--- src/rtl/saradc_seq_pkg.sv ---
// Shared types and arithmetic helpers for the SAR ADC sequencer.
package saradc_seq_pkg;

    typedef enum logic [1:0] {
        ST_IDLE    = 2'd0,
        ST_SAMPLE  = 2'd1,
        ST_CONVERT = 2'd2,
        ST_OUTPUT  = 2'd3
    } state_e;

    localparam int CALC_W = 32;

    // Signed a - b, saturated to the unsigned range [0, 2^res - 1].
    function automatic logic [CALC_W-1:0] sat_sub(
        input logic signed [CALC_W-1:0] a,
        input logic signed [CALC_W-1:0] b,
        input int unsigned              res
    );
        logic signed [CALC_W-1:0] diff;
        logic signed [CALC_W-1:0] hi;
        diff = a - b;
        hi   = $signed((32'd1 << res) - 32'd1);
        if (diff < 32'sd0) begin
            sat_sub = 32'd0;
        end else if (diff > hi) begin
            sat_sub = hi;
        end else begin
            sat_sub = diff;
        end
    endfunction

endpackage

--- src/rtl/sar_bit_engine.sv ---
// Successive-approximation register: one bit decided per cycle, MSB first.
module sar_bit_engine #(
    parameter int RES = 10
) (
    input  logic           clk,
    input  logic           rstn,
    input  logic           start,
    input  logic           cmp,
    output logic [RES-1:0] dac_code,
    output logic [RES-1:0] code,
    output logic           done
);

    logic [RES-1:0] dac_r;
    logic [RES-1:0] mask_r;
    logic           active_r;
    logic [RES-1:0] decided_s;

    // Trial bit is kept when the input is at or above the trial code.
    always_comb begin
        decided_s = cmp ? dac_r : (dac_r & ~mask_r);
    end

    assign dac_code = dac_r;
    assign code     = decided_s;
    assign done     = active_r & mask_r[0];

    // Trial code / bit pointer sequencing.
    always_ff @(posedge clk) begin
        if (!rstn) begin
            dac_r    <= {RES{1'b0}};
            mask_r   <= {RES{1'b0}};
            active_r <= 1'b0;
        end else if (start) begin
            dac_r    <= {1'b1, {(RES-1){1'b0}}};
            mask_r   <= {1'b1, {(RES-1){1'b0}}};
            active_r <= 1'b1;
        end else if (active_r && mask_r[0]) begin
            dac_r    <= {RES{1'b0}};
            mask_r   <= {RES{1'b0}};
            active_r <= 1'b0;
        end else if (active_r) begin
            dac_r    <= decided_s | (mask_r >> 1);
            mask_r   <= mask_r >> 1;
            active_r <= 1'b1;
        end else begin
            dac_r    <= dac_r;
            mask_r   <= mask_r;
            active_r <= active_r;
        end
    end

endmodule

--- src/rtl/saradc_seq.sv ---
// Multi-channel SAR ADC sequencer: round-robin scan, 2^n averaging, offset calibration.
module saradc_seq
    import saradc_seq_pkg::*;
#(
    parameter int RES     = 10,
    parameter int NCH     = 4,
    parameter int AVG_MAX = 3,
    parameter int SETTLE  = 2,
    localparam int CH_W   = (NCH > 1) ? $clog2(NCH) : 1,
    localparam int AL_W   = (AVG_MAX > 0) ? $clog2(AVG_MAX + 1) : 1
) (
    input  logic            clk,
    input  logic            rstn,
    input  logic            en,
    input  logic            cal,
    input  logic [NCH-1:0]  ch_mask,
    input  logic [AL_W-1:0] avg_log2,
    input  logic            cmp,
    output logic [RES-1:0]  dac_code,
    output logic            sample,
    output logic            cal_mode,
    output logic [CH_W-1:0] ch_sel,
    output logic [RES-1:0]  result,
    output logic [CH_W-1:0] result_ch,
    output logic            valid,
    output logic            busy
);

    localparam int SET_W = (SETTLE > 1) ? $clog2(SETTLE) : 1;
    localparam int ACC_W = RES + AVG_MAX;
    localparam int CNT_W = AVG_MAX + 1;

    state_e            state_r, state_s;
    logic [SET_W-1:0]  settle_r, settle_s;
    logic [CNT_W-1:0]  smp_cnt_r, smp_cnt_s, smp_inc_s;
    logic [ACC_W-1:0]  acc_r, acc_s, avg_full_s;
    logic [AL_W-1:0]   n_r, n_s, al_clip_s;
    logic [CH_W-1:0]   ch_sel_r, ch_sel_s, last_ch_r, last_ch_s, base_s, next_ch_s;
    logic              cal_mode_r, cal_mode_s, cal_pending_r, cal_clr_s;
    logic signed [RES:0] offset_r, offset_s;
    logic [RES-1:0]    result_r, result_s, avg_s;
    logic [CH_W-1:0]   result_ch_r, result_ch_s;
    logic              valid_r, valid_s, sample_r, busy_r, start_s, found_s;
    logic [CALC_W-1:0] sat_s;
    logic [RES-1:0]    eng_code_s;
    logic              eng_done_s;

    sar_bit_engine #(.RES(RES)) u_engine (
        .clk      (clk),
        .rstn     (rstn),
        .start    (start_s),
        .cmp      (cmp),
        .dac_code (dac_code),
        .code     (eng_code_s),
        .done     (eng_done_s)
    );

    // Round-robin: first enabled channel strictly after the base, wrapping.
    always_comb begin
        base_s    = (state_r == ST_OUTPUT) ? ch_sel_r : last_ch_r;
        next_ch_s = base_s;
        found_s   = 1'b0;
        for (int i = 1; i <= NCH; i++) begin
            logic [CH_W-1:0] idx_v;
            logic            hit_v;
            idx_v     = CH_W'((int'(base_s) + i) % NCH);
            hit_v     = !found_s && ch_mask[idx_v];
            next_ch_s = hit_v ? idx_v : next_ch_s;
            found_s   = found_s | hit_v;
        end
    end

    // FSM next state, datapath updates and next output values.
    always_comb begin
        state_s     = state_r;
        settle_s    = settle_r;
        smp_cnt_s   = smp_cnt_r;
        acc_s       = acc_r;
        n_s         = n_r;
        ch_sel_s    = ch_sel_r;
        last_ch_s   = last_ch_r;
        cal_mode_s  = cal_mode_r;
        offset_s    = offset_r;
        result_s    = result_r;
        result_ch_s = result_ch_r;
        valid_s     = 1'b0;
        start_s     = 1'b0;
        cal_clr_s   = 1'b0;
        al_clip_s   = (int'(avg_log2) > AVG_MAX) ? AL_W'(AVG_MAX) : avg_log2;
        smp_inc_s   = smp_cnt_r + CNT_W'(1);
        avg_full_s  = acc_r >> n_r;
        avg_s       = avg_full_s[RES-1:0];
        sat_s       = sat_sub($signed({{(CALC_W-RES){1'b0}}, avg_s}),
                              $signed({{(CALC_W-RES-1){offset_r[RES]}}, offset_r}), RES);
        case (state_r)
            ST_IDLE: begin
                if (cal_pending_r) begin
                    state_s    = ST_SAMPLE;
                    cal_mode_s = 1'b1;
                    n_s        = AL_W'(AVG_MAX);
                    settle_s   = {SET_W{1'b0}};
                    smp_cnt_s  = {CNT_W{1'b0}};
                    acc_s      = {ACC_W{1'b0}};
                end else if (en && (ch_mask != {NCH{1'b0}})) begin
                    state_s   = ST_SAMPLE;
                    ch_sel_s  = next_ch_s;
                    n_s       = al_clip_s;
                    settle_s  = {SET_W{1'b0}};
                    smp_cnt_s = {CNT_W{1'b0}};
                    acc_s     = {ACC_W{1'b0}};
                end else begin
                    state_s = ST_IDLE;
                end
            end
            ST_SAMPLE: begin
                if (settle_r == SET_W'(SETTLE - 1)) begin
                    state_s  = ST_CONVERT;
                    start_s  = 1'b1;
                    settle_s = {SET_W{1'b0}};
                end else begin
                    settle_s = settle_r + SET_W'(1);
                end
            end
            ST_CONVERT: begin
                if (eng_done_s) begin
                    acc_s     = acc_r + ACC_W'(eng_code_s);
                    smp_cnt_s = smp_inc_s;
                    state_s   = (smp_inc_s == (CNT_W'(1) << n_r)) ? ST_OUTPUT : ST_SAMPLE;
                end else begin
                    state_s = ST_CONVERT;
                end
            end
            ST_OUTPUT: begin
                if (cal_mode_r) begin
                    offset_s   = $signed({1'b0, avg_s}) - $signed({2'b01, {(RES-1){1'b0}}});
                    cal_mode_s = 1'b0;
                    cal_clr_s  = 1'b1;
                    state_s    = ST_IDLE;
                end else begin
                    result_s    = sat_s[RES-1:0];
                    result_ch_s = ch_sel_r;
                    valid_s     = 1'b1;
                    last_ch_s   = ch_sel_r;
                    if (!cal_pending_r && en && (ch_mask != {NCH{1'b0}})) begin
                        state_s   = ST_SAMPLE;
                        ch_sel_s  = next_ch_s;
                        n_s       = al_clip_s;
                        settle_s  = {SET_W{1'b0}};
                        smp_cnt_s = {CNT_W{1'b0}};
                        acc_s     = {ACC_W{1'b0}};
                    end else begin
                        state_s = ST_IDLE;
                    end
                end
            end
            default: begin
                state_s = ST_IDLE;
            end
        endcase
    end

    // State, datapath and registered outputs.
    always_ff @(posedge clk) begin
        if (!rstn) begin
            state_r       <= ST_IDLE;
            settle_r      <= {SET_W{1'b0}};
            smp_cnt_r     <= {CNT_W{1'b0}};
            acc_r         <= {ACC_W{1'b0}};
            n_r           <= {AL_W{1'b0}};
            ch_sel_r      <= {CH_W{1'b0}};
            last_ch_r     <= CH_W'(NCH - 1);
            cal_mode_r    <= 1'b0;
            cal_pending_r <= 1'b0;
            offset_r      <= {(RES+1){1'b0}};
            result_r      <= {RES{1'b0}};
            result_ch_r   <= {CH_W{1'b0}};
            valid_r       <= 1'b0;
            sample_r      <= 1'b0;
            busy_r        <= 1'b0;
        end else begin
            state_r       <= state_s;
            settle_r      <= settle_s;
            smp_cnt_r     <= smp_cnt_s;
            acc_r         <= acc_s;
            n_r           <= n_s;
            ch_sel_r      <= ch_sel_s;
            last_ch_r     <= last_ch_s;
            cal_mode_r    <= cal_mode_s;
            cal_pending_r <= cal | (cal_pending_r & ~cal_clr_s);
            offset_r      <= offset_s;
            result_r      <= result_s;
            result_ch_r   <= result_ch_s;
            valid_r       <= valid_s;
            sample_r      <= (state_s == ST_SAMPLE);
            busy_r        <= (state_s != ST_IDLE);
        end
    end

    assign sample    = sample_r;
    assign cal_mode  = cal_mode_r;
    assign ch_sel    = ch_sel_r;
    assign result    = result_r;
    assign result_ch = result_ch_r;
    assign valid     = valid_r;
    assign busy      = busy_r;

endmodule
--- config.mk ---
export PLATFORM = sky130hd
export DESIGN_NAME = saradc_seq
export DESIGN_NICKNAME = d
export VERILOG_FILES = /design/src/rtl/saradc_seq_pkg.sv /design/src/rtl/sar_bit_engine.sv /design/src/rtl/saradc_seq.sv
export SDC_FILE = /design/constraint.sdc
export NUM_CORES = 1
export LEC_CHECK = 0
export BUFFER_PORTS_ARGS = -buffer_cell sky130_fd_sc_hd__buf_2
export CORE_MARGIN = 8
export CORE_UTILIZATION = 60
export DETAILED_ROUTE_END_ITERATION = 12
export GPL_TIMING_DRIVEN = 0
export PLACE_DENSITY = 0.82
export SLEW_MARGIN = 30
export SYNTH_ARGS = -nofsm -noshare
export SYNTH_HDL_FRONTEND = slang
export SYNTH_SLANG_ARGS = --single-unit
--- constraint.sdc ---
create_clock -name clk -period 6.7 [get_ports clk]
set_input_delay 2.01 -clock clk [delete_from_list [all_inputs] [get_ports clk]]
set_output_delay 2.01 -clock clk [all_outputs]
set_load 0.02 [all_outputs]
# ---- Word-level counts from Yosys, hierarchy flattened
# Index checks and enable logic that the tools add are counted.
dict set report op_classes {
  magnitude_cmp 6
  n_addsub 9
  n_reduce_logical 27
  shift 2
  n_mux 68
  eq_ne 12
  bitwise 11
}
# operator count
set ops {}
lappend ops {{$mux 10} 9}
lappend ops {{$mux 13} 5}
lappend ops {{$pmux 13 s3} 1}
lappend ops {{$mux 2} 16}
lappend ops {{$mux 1} 22}
lappend ops {{$mux 4} 5}
lappend ops {{$add 13x10->13} 1}
lappend ops {{$shr 13x2->10} 1}
lappend ops {{$gt 12x11->1 const B} 1}
lappend ops {{$lt 12x1->1 const B} 1}
lappend ops {{$lt 2x3->1 const B} 4}
lappend ops {{$pmux 4 s3} 1}
lappend ops {{$sub 11x11->12} 1}
lappend ops {{$sub 10x10->11 const B} 1}
lappend ops {{$and 10x10->10} 1}
lappend ops {{$ne 2x2->1 const B} 5}
lappend ops {{$not 10->10} 1}
lappend ops {{$or 10x9->10} 1}
lappend ops {{$reduce_and 5->1} 2}
lappend ops {{$reduce_bool 3->1} 3}
lappend ops {{$bmux 1 s2} 4}
lappend ops {{$pmux 2 s2} 2}
lappend ops {{$pmux 2 s4} 1}
lappend ops {{$reduce_and 2->1} 4}
lappend ops {{22 further kinds} 42}
dict set report word_totals {
  in_bits 11
  wordCells 155
  out_inout_bits 28
  regBits 75
}

# ---- Longest topological paths before layout
dict set report depth {
  depth_word 17
  depth_mapped 15
  depth_no_buf 13
}

# ---- By module
# From an unflattened synthesis, not the netlist that was laid out.
dict set report unflattened {
  cells_unflattened 517
  hier_area_um2 4455.5
}
# mod area_each_um2 cells_each seq_area_each_um2 instances
set by_module_without_submodules {}
lappend by_module_without_submodules {saradc_seq 3553.4 417 1061.0 1}
lappend by_module_without_submodules {sar_bit_engine 902.1 100 420.4 1}

# ---- Worst setup path before layout
# No wires, ideal clock.
dict set report synth_timing {
  path_type {input to register}
  start {input cmp}
  end {register acc_r[11]}
  required_ns 6.580
  path_stages 10
  path_slack_ns 2.673
  t_arrival_ns 3.907
  setup_ns 0.120
  n_path_buf 0
  cell_sequence {clkinv_1 > a21oi_1 > ha_1 > a211oi_1 > o21bai_1 > a21o_1 > a31o_2 > o31ai_1 > xor2_1 > nor2_1}
}
dict set report synth_via {
  elab_chain_len 4
}
# item line
set synth_rtl {}
lappend synth_rtl {{from (decl)} saradc_seq.sv:18} ;# input logic cmp,
lappend synth_rtl {{$mux 10} sar_bit_engine.sv:21} ;# decided_s = cmp ? dac_r : (dac_r & ~mask_r);
lappend synth_rtl {{$add 13x10->13} saradc_seq.sv:126} ;# acc_s = acc_r + ACC_W'(eng_code_s);
lappend synth_rtl {{$mux 13} saradc_seq.sv:125} ;# if (eng_done_s) begin
lappend synth_rtl {{$pmux 13 s3} saradc_seq.sv:95} ;# case (state_r)
lappend synth_rtl {{to (signal assigned)} saradc_seq.sv:168} ;# acc_r <= {ACC_W{1'b0}};
lappend synth_rtl {{to (signal assigned)} saradc_seq.sv:184} ;# acc_r <= acc_s;
lappend synth_rtl {{to (decl)} saradc_seq.sv:36} ;# logic [ACC_W-1:0] acc_r, acc_s, avg_full_s;
# No other way between the ends. The select of a mux whose other input is x is not followed.
# A chain may end at the register's enable or synchronous reset.

# ---- Worst setup path in the final report
# Same ends and word-level chain as after synthesis.

==> flow_metrics.tcl <==
set metrics [dict create \
    hp-class "register to register" \
    critPathMaxFanout 9 \
    port_buffers 37 \
    grt-ovfl-total 0 \
    period_needed_ns 4.24 \
    max_cap_viol_count 0 \
    syn_inst 515 \
    cts_tree "built" \
    reg2reg_slack_ns 2.97 \
    hold_viol_final 0 \
    drive_gt1_share_pct 13.9 \
    status "complete, no violations" \
    layout_worst_path_cycle_share_pct 63.2 \
    finish.utilization_pct 67.7 \
    grt_max_degree 12 \
    die_w_um 101 \
    gp_congestion 0.906 \
    ctsResizeCount 0 \
    postCtsSetupBuffers 0 \
    yosys.cell_count.top_type "dfxtp_1" \
    dieArea_um2 10200 \
    place_area_um2 4650 \
    p_leak_uw 0.00197 \
    fin_skew_ns 0.00586 \
    numCtsBuffers 9 \
    ir_drop_uv 169 \
    num_rows 31 \
    cts.clk_slew.worst_paths_ns 0.07 \
    dp_hpwl_um 7340 \
    fin_tns_setup_ns 0 \
    grt_antenna_before_repair 0 \
    cts.sinks 74 \
    yosysTopAreaCell "dfxtp_1" \
    n_fill_cell 667 \
    max_slew_margin_pct 60.7 \
    cp_data_arrival_time_ns 4.48 \
    synth_top_area_share_pct 34.1 \
    pwr_density_cell_nw_per_um2 196 \
    clockRootBuffer "clkbuf_8" \
    fmax_ghz 0.236 \
    rsz0062_at_grt "no" \
    synthFlopType "dfxtp_1" \
    worst_slack_ns 2.46 \
    diodes 0 \
    drtIter0Drc 160 \
    ys_seq_area_share_pct 34.1 \
    drc 0 \
    syn_avg_cell_area_um2 8.43 \
    routed_via_density 5.60 \
    holdBufCountCts 0 \
    clockBufferDepth 2 \
    io_pins 39 \
    synth_edf_count 0 \
    grt_pass1_vias 3576 \
    final_area_um2 4830 \
    syn_to_final_growth_pct 11.4 \
    ant_nets 0 \
    gr-usage-all-layers_pct 19.7 \
    post-place-ws_ns 2.14 \
    firstDrtPassIters 4 \
    fin_nets 600 \
    coreArea_um2 7140 \
    synth.distinct_cells 53 \
    required_ns 6.94 \
    vias 3728 \
    worstSetupPathType "input pin to register" \
    drv_slew 0 \
    start_util_pct 60.8 \
    ys_seq_elements 74 \
    grt_pass1_wl_um 16200 \
    synthTopCellsByArea "dfxtp_1 34%, ha_1 6.9%, nand2_1 5.6%" \
    crit_path_end_kind "register" \
    syn-cell-area_um2 4340 \
    syn_nets 552 \
    cp-start-kind "input pin" \
    worst_pin_slew_ns 0.587 \
    drt-total-wl_um 9390 \
    yosys_warnings 0 \
    clk_latency_ns 0.35 \
    htreeDepth 3 \
    dieHeight_um 101 \
    wire_per_inst_um 14.1 \
    finalSetupViolCount 0 \
    ys_async_sr_fraction_pct 0 \
    synth_common_cells "74 x dfxtp_1, 65 x nand2_1, 47 x a21oi_1, 33 x o21ai_0, 29 x inv_1" \
]
[registers in the layout, indices dropped and copies added (netlist names)]
name / cells
acc_r: 13
busy: 1
cal_mode: 1
cal_pending_r: 1
ch_sel: 2
last_ch_r: 2
n_r: 2
offset_r: 10
result: 10
result_ch: 2
sample: 1
settle_r: 1
smp_cnt_r: 4
state_r: 2
u_engine.active_r: 1
u_engine.dac_code: 10
u_engine.mask_r: 10
valid: 1
[final cells by class]
cell class / instances / area [µm²] / area share (%)
inverter: 30 / 113 / 2.33
tap: 99 / 124 / 2.56
timing repair buffer: 37 / 185 / 3.83
buffer: 22 / 92.6 / 1.92
multi-input combinational: 389 / 2650 / 54.9
sequential: 74 / 1480 / 30.6
clock buffer: 12 / 145 / 3.00
clock inverter: 3 / 40.0 / 0.828
[worst max-delay path, stage by stage]
cell and delay (ns):
buf_2 0.09, clkinv_1 0.23, a21oi_1 0.45, ha_1 0.33
a211oi_1 0.23, o21bai_1 0.13, a21o_1 0.20, a31o_2 0.25
o31ai_1 0.31, xor2_1 0.17, nor2_1 0.06
[path summary, 6_finish.rpt]
kind,from,to,depth (start not counted)
min reg2reg,result[8]$_SDFFE_PN0P_,result[8]$_SDFFE_PN0P_,2
max reg2reg,n_r[0]$_SDFFE_PN0P_,result[3]$_SDFFE_PN0P_,15
max,cmp,acc_r[11]$_SDFFE_PN0P_,11
min,result[8]$_SDFFE_PN0P_,result[8]$_SDFFE_PN0P_,2
[metrics by stage]
stage	cells	hold WS (ns)	total power (µW)
floorplan	515	0.440	580
global placement	651	0.428	613
detailed placement	651	0.435	617
CTS	666	0.445	952
global route	666	0.481	992
finish	666	0.440	946
[per-layer routing]
layer / global-route usage (%) / share of wire, %
met1: 22.0 / 45
met2: 35.5 / 49
met3: 5.32 / 3.7
met4: 5.50 / 1.4
met5: 0 / 0
[layout by cell type (no fill, tap or decap), drive strengths merged, types with 17 or more instances in the layout]
cell type	n
buf	41
dfxtp	74
o21ai	36
inv	29
nand2	65
a21oi	47
nor2	21
ha	24
a21boi	20
clkbuf	30
nand3	17
[where the power goes]
group	internal, µW	switching [µW]
registers	450	7.49
logic	59.8	89.9
clock network	179	159
[cell families (layout without fill, tap and decap cells)]
| family | after synthesis | count (layout) | synth area share [%] |
|---|---|---|---|
| multiplexers | 17 | 17 | 6.00 |
| flip-flops | 74 | 74 | 34.1 |
| buffers and inverters | 52 | 104 | 4.73 |
| AND/OR/NAND/NOR | 173 | 173 | 20.2 |
| adder cells (fa/ha/maj) | 26 | 26 | 7.84 |
| XOR/XNOR | 21 | 21 | 4.24 |
| AO/OA/AOI/OAI | 152 | 152 | 22.9 |
(Power assumes the default switching activity.)
